$ cat src/rtl/regfile_wb_arbiter.sv
// regfile_wb_arbiter: arbitrates the register file write port between the
// pipeline writeback stage (always first) and buffered long-unit results.
// A scoreboard marks registers that still have a long-unit write pending.
// A starvation counter asks the pipeline to insert a bubble when buffered
// results have been blocked for too long.
module regfile_wb_arbiter #(
    parameter int DATA_WIDTH   = 32,
    parameter int ADDR_WIDTH   = 5,
    parameter int BUF_DEPTH    = 2,
    parameter int STARVE_LIMIT = 4
) (
    input  logic                  clk,
    input  logic                  rst,
    input  logic                  wb_we,
    input  logic [ADDR_WIDTH-1:0] wb_addr,
    input  logic [DATA_WIDTH-1:0] wb_data,
    input  logic                  lu_issue,
    input  logic [ADDR_WIDTH-1:0] lu_issue_addr,
    input  logic                  lu_valid,
    input  logic [ADDR_WIDTH-1:0] lu_addr,
    input  logic [DATA_WIDTH-1:0] lu_data,
    output logic                  lu_ready,
    input  logic [ADDR_WIDTH-1:0] rd_addr_1,
    input  logic [ADDR_WIDTH-1:0] rd_addr_2,
    output logic                  busy_1,
    output logic                  busy_2,
    output logic                  busy_issue,
    output logic                  wb_hold,
    output logic                  rf_we,
    output logic [ADDR_WIDTH-1:0] rf_addr,
    output logic [DATA_WIDTH-1:0] rf_data
);

    localparam int PTR_W    = $clog2(BUF_DEPTH);
    localparam int CNT_W    = $clog2(BUF_DEPTH + 1);
    localparam int STARVE_W = $clog2(STARVE_LIMIT + 1);
    localparam int NREG     = 1 << ADDR_WIDTH;

    logic [ADDR_WIDTH-1:0] buf_addr_q [BUF_DEPTH];
    logic [DATA_WIDTH-1:0] buf_data_q [BUF_DEPTH];

    logic [PTR_W-1:0]    wr_ptr_q, wr_ptr_d;
    logic [PTR_W-1:0]    rd_ptr_q, rd_ptr_d;
    logic [CNT_W-1:0]    count_q, count_d;
    logic [NREG-1:0]     busy_q, busy_d;
    logic [STARVE_W-1:0] starve_q, starve_d;
    logic                wb_hold_q, wb_hold_d;

    logic                  pipe_occ;
    logic                  fifo_empty;
    logic                  fifo_full;
    logic                  push;
    logic                  pop;
    logic [ADDR_WIDTH-1:0] head_addr;
    logic [DATA_WIDTH-1:0] head_data;

    // Handshake and port-ownership decisions derived from registered FIFO state
    always_comb begin
        pipe_occ   = wb_we && (wb_addr != '0);
        fifo_empty = (count_q == '0);
        fifo_full  = (count_q == CNT_W'(BUF_DEPTH));
        head_addr  = buf_addr_q[rd_ptr_q];
        head_data  = buf_data_q[rd_ptr_q];
        push       = lu_valid && !fifo_full && (lu_addr != '0);
        pop        = !pipe_occ && !fifo_empty;
        lu_ready   = !fifo_full;
        busy_1     = busy_q[rd_addr_1];
        busy_2     = busy_q[rd_addr_2];
        busy_issue = busy_q[lu_issue_addr];
        wb_hold    = wb_hold_q;
    end

    // Write-port mux: pipeline first, then the FIFO head, otherwise idle (forced idle in reset)
    always_comb begin
        rf_we   = 1'b0;
        rf_addr = '0;
        rf_data = '0;
        if (!rst) begin
            if (pipe_occ) begin
                rf_we   = 1'b1;
                rf_addr = wb_addr;
                rf_data = wb_data;
            end else if (!fifo_empty) begin
                rf_we   = 1'b1;
                rf_addr = head_addr;
                rf_data = head_data;
            end
        end
    end

    // Next-state for pointers, occupancy, scoreboard and starvation tracking
    always_comb begin
        wr_ptr_d = wr_ptr_q + PTR_W'(push);
        rd_ptr_d = rd_ptr_q + PTR_W'(pop);
        count_d  = count_q + CNT_W'(push) - CNT_W'(pop);

        busy_d = busy_q;
        if (pop) begin
            busy_d[head_addr] = 1'b0;
        end
        if (lu_issue) begin
            busy_d[lu_issue_addr] = 1'b1;
        end
        busy_d[0] = 1'b0;

        starve_d = starve_q;
        if (pop || fifo_empty) begin
            starve_d = '0;
        end else if (pipe_occ && (starve_q != STARVE_W'(STARVE_LIMIT))) begin
            starve_d = starve_q + STARVE_W'(1);
        end
        wb_hold_d = (starve_d == STARVE_W'(STARVE_LIMIT));
    end

    // Control state, cleared asynchronously
    always_ff @(posedge clk or posedge rst) begin
        if (rst) begin
            wr_ptr_q  <= '0;
            rd_ptr_q  <= '0;
            count_q   <= '0;
            busy_q    <= '0;
            starve_q  <= '0;
            wb_hold_q <= 1'b0;
        end else begin
            wr_ptr_q  <= wr_ptr_d;
            rd_ptr_q  <= rd_ptr_d;
            count_q   <= count_d;
            busy_q    <= busy_d;
            starve_q  <= starve_d;
            wb_hold_q <= wb_hold_d;
        end
    end

    // Result storage; contents are only meaningful where the count says so
    always_ff @(posedge clk) begin
        if (push) begin
            buf_addr_q[wr_ptr_q] <= lu_addr;
            buf_data_q[wr_ptr_q] <= lu_data;
        end
    end

endmodule

$ cat config.mk
export PLATFORM = sky130hd
export DESIGN_NAME = regfile_wb_arbiter
export DESIGN_NICKNAME = d
export VERILOG_FILES = /design/src/rtl/regfile_wb_arbiter.sv
export SDC_FILE = /design/constraint.sdc
export NUM_CORES = 1
export LEC_CHECK = 0
export CAP_MARGIN = 20
export CORE_MARGIN = 2
export CORE_UTILIZATION = 40
export DETAILED_ROUTE_END_ITERATION = 7
export GPL_TIMING_DRIVEN = 1
export PLACE_DENSITY = 0.73
export SLEW_MARGIN = 20
export SYNTH_ARGS = -nofsm -noshare
export SYNTH_HDL_FRONTEND = slang
export SYNTH_SLANG_ARGS = --single-unit
$ cat constraint.sdc
create_clock -name clk -period 6.2 [get_ports clk]
set_input_delay 1.24 -clock clk [delete_from_list [all_inputs] [get_ports clk]]
set_output_delay 1.24 -clock clk [all_outputs]
set_load 0.005 [all_outputs]
; After elaboration in Yosys (flattened, before gate mapping)
; Memory sizes are Yosys's and may differ from the RTL's.
; Index checks and enable logic that the tools add are counted.
[word_totals]
wordCells = 64
register_bits = 39
memories = 2
ram_bits = 74
[memory_table]
columns = name, depth, word_bits, rd, rd_ports_with_merged_regs, write_ports, line
row1 = buf_data_q, 2, 32, 1, 0, 1, 40  ; logic [DATA_WIDTH-1:0] buf_data_q [BUF_DEPTH];
row2 = buf_addr_q, 2, 5, 1, 0, 1, 39  ; logic [ADDR_WIDTH-1:0] buf_addr_q [BUF_DEPTH];
[classes]
magnitude_cmp = 6
add_sub_neg = 5
n_mux = 25
reduce_logical = 14
n_bitwise = 3
n_eq_ne = 3
[ops]
columns = cell, count
row1 = 32-bit two-way mux, 5
row2 = 32-bit AND, 1
row3 = 32-bit NOT, 1
row4 = 32-bit bitwise OR, 1
row5 = 5-bit by 6-bit less-than comparator with 1-bit output (second input constant), 4
row6 = 1-bit binary-select mux with 5-bit select, 3
row7 = 5-bit two-way mux, 3
row8 = 1-bit demux with 5-bit select, 2
row9 = 5-bit by 1-bit greater-or-equal comparator with 1-bit output (second input constant), 2
row10 = 1-bit two-way mux, 10
row11 = 5-bit nonzero test, 2
row12 = 1-bit logical AND, 7
row13 = 3-bit two-way mux, 2
row14 = 3-bit by 1-bit adder with 3-bit output (second input constant), 1
row15 = 3-bit == test (second input constant), 1
row16 = 1-bit logical NOT, 3
row17 = 3-bit != test (second input constant), 1
row18 = 1-bit adder, 2
row19 = 2-bit by 1-bit adder with 2-bit output, 1
row20 = 2-bit == test (second input constant), 1
row21 = 2-bit logical NOT, 1
row22 = 2-bit by 1-bit subtractor with 2-bit output, 1
row23 = 1-bit logical OR, 1

; Longest topological paths before layout
; Gate-level depths: netlist of the first run.
; An unclocked memory read counts as a cell.
[depth]
ltp_word = 10
depth_mapped = 9

; Worst setup path before layout of the first run
; No wires, ideal clock.
[synth_timing]
kind = input to output
startpoint = in wb_addr[2]
endpoint = out rf_addr[3]
path_slack_ns = 2.452
t_required_ns = 4.960
stages = 5
t_arrival_ns = 2.508
cell_sequence = or4_1 o21ai_1 buf_2 nand3_1 a21oi_1
[synth_between]
elab_chain_len = 4
[synth_rtl]
columns = item, line
row1 = "start, declared", 15  ; input logic [ADDR_WIDTH-1:0] wb_addr,
row2 = 5-bit nonzero test, 59  ; pipe_occ = wb_we && (wb_addr != '0);
row3 = 1-bit logical AND, 59
row4 = 5-bit two-way mux, 79  ; if (pipe_occ) begin
row5 = 5-bit two-way mux, 78  ; if (!rst) begin
row6 = "end, declared", 30  ; output logic [ADDR_WIDTH-1:0] rf_addr,
; No other way between the ends.

; Final worst setup path of the first run
[layout_timing]
startpoint = in wb_addr[2]
endpoint = out rf_data[20]
[layout_between]
elab_chain_len = 4
[layout_rtl]
columns = item, line
row1 = 5-bit nonzero test, 59
row2 = 1-bit logical AND, 59
row3 = 32-bit two-way mux, 79
row4 = 32-bit two-way mux, 78
row5 = "end, declared", 31  ; output logic [DATA_WIDTH-1:0] rf_data
; No other way between the ends.

==> metrics, run 1 <==
outcome completed; number of distinct library cells after synthesis 38; Setup Fix Bufs, Post-CTS 0; vias per std cell 5.88; mean instance size in the synthesized netlist approximately 11 µm²; latest clock arrival within the worst-skew pair between 0.4 and 0.5 ns; ys flop type edfxtp_1; clock tree from TritonCTS built; critical path launch point wb_addr[2]; power density over the cells between 400 and 500 mW/mm²; post-route setup TNS 0 ns; total congestion overflow 0; syn nets 640; slowest stage delay, CP approximately 0.58 ns; hold bufs inserted after CTS 0; master of the slowest instance on the critical path or4_1; leading area contributor after synthesis edfxtp_1; final count of pins violating max slew 0; count of flip-flops with a built-in enable after synthesis between 70 and 80; clock tree skew after final layout 0.00673 ns; NumNets Final about 760; routed wire length roughly 16000 µm; die area around 0.016 mm²; top post-synthesis cells by area edfxtp_1 37%, dfrtp_1 16%, mux2_2 7.1%; post-route ant nets 0; area delta synth->final 34.0%; row count between 40 and 50; detailed placement HPWL between 10000 and 15000 µm; root buffer selected by CTS clkbuf_16; fraction of final layout cells sized beyond drive strength 1 between 10% and 20%; slew at the pin closest to its max-slew limit ~1.0 ns; Post-CTS Resized 0; maximum clock frequency 0.202 GHz; register-to-register setup slack roughly 3.7 ns; path category of the worst min-delay check register to register; total I/O pin count roughly 140; mean routed wirelength per cell roughly 19 µm; routability cong. about 0.87; critical path endpoint category output pin; Max Fanout on Critical Path 42; DRC violations left 0; flops & latches, synth about 110; CTS Buf Count 17; Post-Syn Instances 540; Max H-tree Level 4; Post-synth ARST share approximately 35%; synthesis warning total 0; number of sinks on the clock net ~110; antenna violations before repair 0; CP cell instances clkdlybuf4s50_1 -> or4_1 -> o21ai_2 -> buf_4 -> nand3_1 -> a21oi_1 -> clkdlybuf4s50_1; via count of the first global-routing pass around 5.2k; cell area after technology mapping about 0.006 mm²; via count of the routed design around 5.0k; clock-pin slew reported for the worst setup and hold paths after clock tree synthesis roughly 0.05 ns; fraction of post-synthesis cell area in the top cell type by area 36.8%; leakage power of the design about 3.0 nW; peak supply drop 0.207 mV; global routing usage summed across all routing layers between 20% and 30%; x dimension of the die between 100 and 150 µm; unrepaired setup endpoints after global routing no; largest net degree at the start of global routing 44; launching element type of the critical path primary input; CTS max path bufs 2; core area 0.0146 mm²; count of input and output buffers about 140; Worst Min Path Start count_q[1]; leading post-synthesis cells by instance count 100 x nand2_1, 74 x edfxtp_1, 49 x nand3_1; portion of the post-synthesis area used by sequential elements a little over half; count of inserted antenna diode cells 0; minimum period implied by the final worst setup slack between 4 and 5 ns; relative slew slack between 30 and 40%; reg-to-reg critical path startpoint rd_ptr_q; Die H between 100 and 150 µm; first-pass detailed-route iteration total 7; power after layout roughly 3.3 mW; critical setup path kind primary input to output pin; count of routing violations after the opening detailed-route iteration 420; required arrival time at the worst endpoint between 4 and 5 ns; Setup violations, final 0; share of the clock period used by the worst path around 80%; most repeated library cell on the critical path clkdlybuf4s50_1; hold violation total from the final report 0; initial core utilization between 40% and 50%; global-route wire length before repair ~26000 µm; most used standard cell by instance count after synthesis nand2_1; count of max-cap constraint violations 0; Arrival @ worst endpoint between 3 and 4 ns
[power by group]
group | total [mW] | leakage [nW] | internal (mW) | switching [mW]
Sequential | 1.28 | 1.15 | 1.05 | 0.227
Combinational | 1.06 | 1.61 | 0.536 | 0.524
Clock | 0.963 | 0.272 | 0.628 | 0.335
Total | 3.30 | 3.04 | 2.21 | 1.09
[layer usage]
| layer | up-vias | track usage [%] | wire length (µm) |
|---|---|---|---|
| li1 | 2297 | - | - |
| met1 | 2468 | 25.0 | 6450 |
| met2 | 258 | 35.0 | 7950 |
| met3 | 25 | 7.47 | 1500 |
| met4 | 0 | 7.50 | 323 |
| met5 | - | 0 | 0 |
[logic make-up after synthesis]
logic type      after synthesis  share of synthesized area (%)
flops                       113                           52.9
simple gates                194                           14.6
xor+xnor                      3                          0.435
fa+ha+maj                     6                           1.24
buf+inv                      50                           3.75
mux                          77                           16.2
compound gates               97                           10.8
[cell usage in the layout (no fill, tap or decap), types with 5 or more instances in the layout]
master / n
dfrtp_1: 38
nor2_1: 13
mux2i_1: 26
clkinvlp_4: 6
edfxtp_1: 74
a21oi_1: 41
clkdlybuf4s50_1: 136
clkbuf_16: 17
inv_1: 12
nand2b_1: 5
buf_4: 5
a22oi_1: 11
mux4_2: 13
o41ai_1: 28
mux2_2: 38
nand2_1: 100
nand3_1: 49
[flip-flops by register name, indices dropped and copies added, names as in the netlist]
name / cells
wr_ptr_q: 1
rd_ptr_q: 1
count_q: 2
starve_q: 3
buf_addr_q: 10
busy_q: 31
wb_hold: 1
buf_data_q: 64
[stage by stage]
stage	setup slack (ns)	std cells	hold WS (ns)	util [%]	instance area, µm²
after floorplan	2.45	540	0.481	-	6040
after global placement	1.25	827	0.516	51.2	7500
after detailed placement	1.22	827	0.544	51.2	7500
after CTS	1.20	859	0.559	55.3	8100
after global routing	1.06	859	0.577	55.3	8100
final	1.24	859	0.556	55.3	8100
[final timing paths]
path	end	depth (start not counted)
max	rf_data[20]	7
min	count_q[1]	1
max reg2reg	busy_q[17]	4
min reg2reg	count_q[1]	1
max in group asynchronous	rd_ptr_q	4
min in group asynchronous	count_q[0]	4
[critical path: cells and delay by family]
kind | cells | cell delay (ns)
buffers and inverters | 3 | 1.36
AND/OR/NAND/NOR | 2 | 0.73
AO/OA/AOI/OAI | 2 | 0.37
[cell type report]
class,instances,area [µm²]
clock buffers,18,429
clock inverters,14,166
fillers,1232,6540
inverters,12,45.0
multi-input cells,377,2630
flip-flops and latches,113,3200
well taps,184,230
repair buffers,141,1400
No activity file was read; power rests on OpenSTA's default activity.
==> run 2, diff against run 1 <==
PLACE_DENSITY = 0.75   (was 0.73)
clock period = 4.45 ns   (was 6.2 ns; I/O delays follow)
==> run 2 against run 1 <==
Via count increased by 0.38%; non-clock buffer count increased by 5; core utilization increased by 0.29 points; clock skew increased by 0.0049 ns; routed wire length increased by 1.3%; worst setup slack got worse by 0.95 ns; power increased by 39%; hold slack got worse by 0.017 ns; global-route usage decreased by 0.33 points; final area increased by 0.53%; critical path type unchanged; highest routed layer unchanged.
==> metrics, run 2 (synthesis gave the netlist of run 1 again) <==
vias per std cell 5.86; master of the slowest instance on the critical path or4_1; post-place setup slack 0.280 ns; CP cell instances clkdlybuf4s50_1 -> or4_1 -> o21ai_2 -> buf_12 -> nand3_1 -> a21oi_1 -> clkdlybuf4s50_1; Setup Fix Bufs, Post-CTS 0; critical path endpoint category output pin; DRC violations left 0; power density over the cells approximately 560 mW/mm²; unrepaired setup endpoints after global routing no; maximum clock frequency between 0.2 and 0.25 GHz; largest registers buf_data_q (64), busy_q (31), buf_addr_q (10); largest net degree at the start of global routing 43; slew at the pin closest to its max-slew limit approximately 0.98 ns; NumNets Final between 700 and 800; count of routing violations after the opening detailed-route iteration approximately 490; CTS max path bufs 2; mean routed wirelength per cell 19.0 µm; global routing usage summed across all routing layers between 20% and 30%; fill cell total of the finished layout ~1.2k; global-route wire length before repair around 26000 µm; Die H around 130 µm; minimum setup slack in the final design approximately 0.29 ns; number of sinks on the clock net between 100 and 150; most frequent standard cell in the layout excluding fill and tap cells clkdlybuf4s50_1; Max Fanout on Critical Path 42; relative slew slack between 30% and 40%; critical setup path kind primary input to output pin; commonest cells after routing, fill and taps aside 136 x clkdlybuf4s50_1, 100 x nand2_1, 74 x edfxtp_1; Max H-tree Level 4; via count of the first global-routing pass 5143; row count 44; post-route setup TNS 0 ns; cell area reported after detailed placement between 0.007 and 0.008 mm²; count of inserted antenna diode cells 0; Post-CTS Resized 0; die area ~0.016 mm²; total I/O pin count about 140; minimum period implied by the final worst setup slack approximately 4.2 ns; register with the most flip-flops buf_data_q; clock tree from TritonCTS built; peak supply drop between 0.3 and 0.4 mV; slowest stage delay, CP between 0.5 and 0.6 ns; fraction of final layout cells sized beyond drive strength 1 ~15%; register-to-register setup slack ~2.3 ns; Largest register FFs 64; launching element type of the critical path primary input; share of the clock period used by the worst path 93.4%; detailed placement HPWL around 12000 µm; total congestion overflow 0; family with the most delay on the worst path buffers and inverters; initial core utilization roughly two fifths; final count of pins violating max slew 0; hold bufs inserted after CTS 0; most repeated library cell on the critical path clkdlybuf4s50_1; post-route ant nets 0; Buf/Inv on CP 3; first-pass detailed-route iteration total 5; Arrival @ worst endpoint between 3 and 4 ns; outcome completed; clock tree skew after final layout around 0.012 ns; routability cong. between 0.8 and 0.9; count of input and output buffers 136; leakage power of the design 3.07 nW; x dimension of the die 127 µm; root buffer selected by CTS clkbuf_16; required arrival time at the worst endpoint 3.56 ns; core area ~0.015 mm²; routed wire length between 15000 and 20000 µm; Setup violations, final 0; latest clock arrival within the worst-skew pair ~0.42 ns; CTS Buf Count 17; via count of the routed design about 5.1k; area delta synth->final 34.7%; hold violation total from the final report 0; path category of the worst min-delay check register to register; clock-pin slew reported for the worst setup and hold paths after clock tree synthesis ~0.050 ns; count of max-cap constraint violations 0; final design utilization roughly 56%; final instance area around 0.0081 mm²; antenna violations before repair 0
[run 2: final timing paths]
path                       startpoint  cells past startpoint           to
max in group asynchronous         rst                      4     rd_ptr_q
min in group asynchronous         rst                      4  starve_q[2]
hold reg to reg            count_q[1]                      1   count_q[1]
hold / removal             count_q[1]                      1   count_q[1]
setup / recovery           wb_addr[2]                      7   rf_data[0]
setup reg to reg             rd_ptr_q                      4   busy_q[21]
[run 2: layout make-up]
cell class | instances | area, µm² | area share [%]
repair buffers | 146 | 1450 | 17.8
inverters | 12 | 45.0 | 0.553
flip-flops and latches | 113 | 3200 | 39.3
clock inverters | 15 | 163 | 2.00
clock buffers | 17 | 425 | 5.22
multi-input cells | 377 | 2630 | 32.3
well taps | 184 | 230 | 2.83
[run 2: layer usage]
| metal | routed length [µm] | part of all wire [%] | vias up | track usage, % |
|---|---|---|---|---|
| li1 | - | - | 2302 | - |
| met1 | 6390 | 39 | 2458 | 25.2 |
| met2 | 8180 | 50 | 277 | 35.0 |
| met3 | 1530 | 9.3 | 30 | 5.48 |
| met4 | 324 | 2.0 | 0 | 7.69 |
| met5 | 0 | 0 | - | 0 |
[run 2: through the flow]
| stage | std cells | hold WS, ns | power [mW] |
|---|---|---|---|
| 6_report | 864 | 0.539 | 4.60 |
| 5_1_grt | 864 | 0.575 | 4.82 |
| 4_1_cts | 864 | 0.539 | 4.61 |
| 3_5_place_dp | 832 | 0.530 | 3.27 |
| 3_3_place_gp | 832 | 0.516 | 3.20 |
| 2_1_floorplan | 540 | 0.481 | 2.67 |
[run 2: report_power, final]
part           switching (mW)  total [mW]  internal, mW
clock                   0.496        1.32         0.828
combinational           0.770        1.52         0.752
sequential              0.286        1.75          1.46
